==> src/rtl/alu_pkg.sv <==
// Shared types and constants for the ALU input sequencer.
package alu_pkg;

    // Sequencer states; encodings are fixed because state_out is displayed.
    typedef enum logic [2:0] {
        LOAD_A  = 3'd0,
        LOAD_B  = 3'd1,
        LOAD_OP = 3'd2,
        EXEC    = 3'd3,
        SHOW    = 3'd4
    } state_t;

    // ALU opcodes carried on ctrl_out.
    localparam logic [1:0] OP_ADD = 2'b00;
    localparam logic [1:0] OP_SUB = 2'b01;
    localparam logic [1:0] OP_AND = 2'b10;
    localparam logic [1:0] OP_OR  = 2'b11;

    // Bit positions inside the {v,c,n,z} flag vector.
    localparam int FLAG_V = 3;
    localparam int FLAG_C = 2;
    localparam int FLAG_N = 1;
    localparam int FLAG_Z = 0;

    // Operation counter step; wraps naturally at 8 bits.
    function automatic logic [7:0] count_next(input logic [7:0] cnt);
        return cnt + 8'd1;
    endfunction

endpackage

==> src/rtl/edge_detect.sv <==
// Rising-edge detector: one-cycle pulse on the first cycle a level goes high.
module edge_detect (
    input  logic clk,
    input  logic rst,
    input  logic d,
    output logic pulse
);

    logic d_q_r;

    // Remember the previous level; only a full reset clears it.
    always_ff @(posedge clk) begin
        if (rst) begin
            d_q_r <= 1'b0;
        end else begin
            d_q_r <= d;
        end
    end

    assign pulse = d & ~d_q_r;

endmodule

==> src/rtl/alu_input_sequencer.sv <==
// Steps operand A, operand B and opcode off a shared bus into a downstream ALU,
// then captures the ALU result and flags one cycle after the opcode is loaded.
module alu_input_sequencer
    import alu_pkg::*;
#(
    parameter int N = 4
) (
    input  logic         clk,
    input  logic         rst,
    input  logic [N-1:0] data_in,
    input  logic         load,
    input  logic         clear,
    input  logic [N-1:0] alu_result,
    input  logic [3:0]   alu_flags,
    output logic [N-1:0] a_out,
    output logic [N-1:0] b_out,
    output logic [1:0]   ctrl_out,
    output logic [N-1:0] result_q,
    output logic [3:0]   flags_q,
    output logic [2:0]   state_out,
    output logic         done,
    output logic [7:0]   op_count
);

    state_t       state_r;
    state_t       state_next_s;
    logic         load_pulse_s;
    logic         load_a_s;
    logic         load_b_s;
    logic         load_op_s;
    logic         capture_s;
    logic [N-1:0] a_r;
    logic [N-1:0] b_r;
    logic [1:0]   ctrl_r;
    logic [N-1:0] result_r;
    logic [3:0]   flags_r;
    logic         done_r;
    logic [7:0]   op_count_r;

    edge_detect u_load_edge (
        .clk   (clk),
        .rst   (rst),
        .d     (load),
        .pulse (load_pulse_s)
    );

    // Next-state and register-enable decode; clear overrides every transition.
    always_comb begin
        state_next_s = state_r;
        load_a_s     = 1'b0;
        load_b_s     = 1'b0;
        load_op_s    = 1'b0;
        capture_s    = 1'b0;
        if (clear) begin
            state_next_s = LOAD_A;
        end else begin
            case (state_r)
                LOAD_A: begin
                    if (load_pulse_s) begin
                        load_a_s     = 1'b1;
                        state_next_s = LOAD_B;
                    end else begin
                        state_next_s = LOAD_A;
                    end
                end
                LOAD_B: begin
                    if (load_pulse_s) begin
                        load_b_s     = 1'b1;
                        state_next_s = LOAD_OP;
                    end else begin
                        state_next_s = LOAD_B;
                    end
                end
                LOAD_OP: begin
                    if (load_pulse_s) begin
                        load_op_s    = 1'b1;
                        state_next_s = EXEC;
                    end else begin
                        state_next_s = LOAD_OP;
                    end
                end
                EXEC: begin
                    capture_s    = 1'b1;
                    state_next_s = SHOW;
                end
                SHOW: begin
                    if (load_pulse_s) begin
                        load_a_s     = 1'b1;
                        state_next_s = LOAD_B;
                    end else begin
                        state_next_s = SHOW;
                    end
                end
                default: begin
                    state_next_s = LOAD_A;
                end
            endcase
        end
    end

    // State, operand, result and counter registers; clear spares op_count.
    always_ff @(posedge clk) begin
        if (rst) begin
            state_r    <= LOAD_A;
            a_r        <= '0;
            b_r        <= '0;
            ctrl_r     <= 2'b00;
            result_r   <= '0;
            flags_r    <= 4'b0000;
            done_r     <= 1'b0;
            op_count_r <= 8'd0;
        end else if (clear) begin
            state_r    <= LOAD_A;
            a_r        <= '0;
            b_r        <= '0;
            ctrl_r     <= 2'b00;
            result_r   <= '0;
            flags_r    <= 4'b0000;
            done_r     <= 1'b0;
        end else begin
            state_r <= state_next_s;
            done_r  <= (state_next_s == SHOW);
            if (load_a_s) begin
                a_r <= data_in;
            end
            if (load_b_s) begin
                b_r <= data_in;
            end
            if (load_op_s) begin
                ctrl_r <= data_in[1:0];
            end
            if (capture_s) begin
                result_r   <= alu_result;
                flags_r    <= alu_flags;
                op_count_r <= count_next(op_count_r);
            end
        end
    end

    assign a_out     = a_r;
    assign b_out     = b_r;
    assign ctrl_out  = ctrl_r;
    assign result_q  = result_r;
    assign flags_q   = flags_r;
    assign state_out = state_r;
    assign done      = done_r;
    assign op_count  = op_count_r;

endmodule

==> config.mk <==
export PLATFORM = sky130hd
export DESIGN_NAME = alu_input_sequencer
export DESIGN_NICKNAME = d
export VERILOG_FILES = /design/src/rtl/alu_pkg.sv /design/src/rtl/edge_detect.sv /design/src/rtl/alu_input_sequencer.sv
export SDC_FILE = /design/constraint.sdc
export NUM_CORES = 1
export LEC_CHECK = 0
export CORE_MARGIN = 1.5
export CORE_UTILIZATION = 47
export CTS_CLUSTER_SIZE = 40
export DETAILED_ROUTE_END_ITERATION = 10
export PLACE_DENSITY_LB_ADDON = 0.15
export SYNTH_ARGS = -nofsm -noshare
export SYNTH_HDL_FRONTEND = slang
export SYNTH_HIERARCHICAL = 1
export SYNTH_SLANG_ARGS = --single-unit
==> constraint.sdc <==
create_clock -name clk -period 3.5 [get_ports clk]
set_clock_uncertainty 0.2 [all_clocks]
set_input_delay 1.05 -clock clk [delete_from_list [all_inputs] [get_ports clk]]
set_output_delay 1.05 -clock clk [all_outputs]
set_load 0.01 [all_outputs]
==> metrics.txt <==
outcome=completed; Post-layout nets=188; Clock Path Buffers=2; die width=between 50 and 60 um; Mapped Area=0.00128 mm2; initial antenna violation count=0; most common cell in the synthesized netlist=dfxtp_1; Max stage delay on crit path=about 0.61 ns; Core ar.=0.00252 mm2; CP arrival=1.50 ns; CTS tree=yes; hold_buf cts=0; Synth Register Bits=31; CTS H-Tree Depth=2; 1st-iter DRT viols=13; Ys Warns=6; delay-heaviest family, CP=buffers and inverters; clk sinks=31; top cells by area, synth=dfxtp_1 49%, mux2i_1 16%, nor2_1 5.9%; fin area=0.00180 mm2; number of vias per cell=5.12; setup slack, reg-to-reg=1.71 ns; placed inst area=0.00174 mm2; Root Buffer=clkbuf_4; PortBufs=45; worst r2r src=state_out[0]; Mapped Cells=125; RR Endpoint=op_count[6]; Critical Path RT=approximately 2.3 ns; power density over cell area=between 300 and 400 mW/mm2; WL/cell=12.9 um; DRC=0; Post-synth EDFFs=0; Primary FF master, synth=dfxtp_1; Worst Hold Class=flop to flop; setup bufs post-CTS=0; sequential share of the synthesized area=between 40 and 50%; Syn Area/Cell=10.2 um2; Max-cap violations=0; Clock Latency Late Sink=between 0.3 and 0.4 ns; relative slew slack=just over 60%; GRT Total Usage=19.9%; top post-synthesis cells by count=31 x dfxtp_1, 20 x mux2i_1, 20 x nor2_1; Fmax=between 300 and 400 MHz; area of the multi-input gates=601 um2; Critical Path End=state_out[0]; final period utilization=78.5%; FILL cells=around 210; critical path, cell by cell=clkdlybuf4s50_1; Rows=18; worst-margin pin slew=0.587 ns; CP startpoint kind=flop; ant diodes=0; setup total negative slack=0 ns; worst-path fanout max=10; Final setup viols=0; Overflow after GRT=0; CP max-delay cell=clkdlybuf4s50_1; Initial Util=50.6%; total wire length=2.62 mm; number of placed I/O pins=46; Synth async-reset ratio=0%; Antenna Nets Post-Route=0; vias in the first global route=913; final hold vios=0; area leader, netlist=dfxtp_1; post-CTS sizing=0; worst setup path class=flop to primary output; Cell variety after synth=29; Pre-antenna DRT Iters=4; area grow syn2layout=41.4%; FF/Latch Area=621 um2; layout cells sized above 1=8.72%; share of the synthesized area in the top cell type=about half; Total Power=around 650 uW; GPL Wtd Cong=0.673; RSZ-0062 raised after global routing=no; largest net degree at the start of global routing=16; Lkg Pwr=0.675 nW; fin crit period=2.75 ns; Crit. Startpoint=state_out[0]; syn nets=142; total number of vias=just over 1000; total CTS buffers=5; Peak VDD IR=0.329 mV; Buf+Inv Stages, Crit Path=1; Die Y=55.1 um; first-pass GRT wire length=4.15 mm; reg2reg path depth=3; clk slew on worst S/H paths=0.09 ns; hpwl dp=approximately 1.9 mm; DIE AREA=0.00304 mm2; WP depth=1; Final Slew Violations=0; CP Capture Type=primary output
[metal layers]
layer | share of wire, % | GRT usage, % | vias up
li1 | - | - | 529
met1 | 47 | 26.1 | 469
met2 | 45 | 28.0 | 31
met3 | 7.3 | 9.95 | 5
met4 | 1.1 | 7.32 | 0
met5 | 0 | 0 | -
[worst register-to-register path, delay by kind of cell (launching register included)]
kind             cells  cell delay (ns)
AND/OR/NAND/NOR      2             0.82
flip-flops           1             0.56
AO/OA/AOI/OAI        1             0.14
[registers in the layout, indices dropped and copies added (netlist names)]
register and cells:
op_count 8, a_out 4, b_out 4, flags_q 4, result_q 4, state_out 3, ctrl_out 2, done 1
u_load_edge/d_q_r 1
[cell type report]
cell class,count,area share (%)
Timing Repair Buffer,47,25.8
Multi-Input combinational cell,83,33.3
Sequential cell,31,34.4
Tap cell,30,2.08
Clock buffer,8,3.81
Inverter,3,0.624
[through the flow]
stage | hold slack [ns] | std cells | worst slack [ns] | utilization (%)
floorplan | 0.296 | 125 | 1.34 | -
global placement | 0.259 | 194 | 0.739 | 68.8
detailed placement | 0.272 | 194 | 0.641 | 68.8
CTS | 0.286 | 202 | 0.745 | 71.5
global route | 0.324 | 202 | 0.637 | 71.5
finish | 0.300 | 202 | 0.752 | 71.5
[power by group]
part	leakage, nW	switching [mW]	total (mW)	internal, mW
clock network	0.0386	0.117	0.235	0.118
registers	0.250	0.00420	0.360	0.356
logic	0.386	0.0192	0.0507	0.0314
total	0.675	0.140	0.645	0.505
[worst min path at each step]
| stage | from | end | slack (ns) | cells after the start |
|---|---|---|---|---|
| floorplan | op_count[7] | op_count[7] | 0.30 | 2 |
| global placement | op_count[7] | op_count[7] | 0.26 | 2 |
| detailed placement | op_count[7] | op_count[7] | 0.27 | 2 |
| CTS | op_count[7] | op_count[7] | 0.29 | 2 |
| global route | op_count[7] | op_count[7] | 0.32 | 2 |
| finish | op_count[7] | op_count[7] | 0.30 | 2 |
[cells in the final DEF (no fill, tap or decap), types with 2 or more instances in the layout]
cell	netlist	routed
o31ai_1	4	4
nor2_1	20	20
nor2b_1	2	2
o21ai_0	2	2
clkdlybuf4s50_1	0	45
or4_1	4	4
and4bb_2	2	2
dfxtp_1	31	31
clkbuf_8	0	2
nand2_1	3	3
mux2i_1	20	20
or3_1	2	2
nor2b_4	2	2
inv_1	3	3
buf_4	3	2
nand3_1	2	2
clkbuf_4	0	5
a21oi_1	9	9
[cells by family (layout without fill, tap and decap cells)]
kind of cell    count (synthesis)  count (layout)  share of synthesized area [%]
fa+ha+maj                       1               1                          0.980
compound gates                 16              16                           7.25
mux                            20              20                           15.7
simple gates                   45              45                           22.5
buf+inv                        11              58                           4.31
flops                          31              31                           48.6
xor+xnor                        1               1                          0.686
Power figures use the tool's default switching activity.
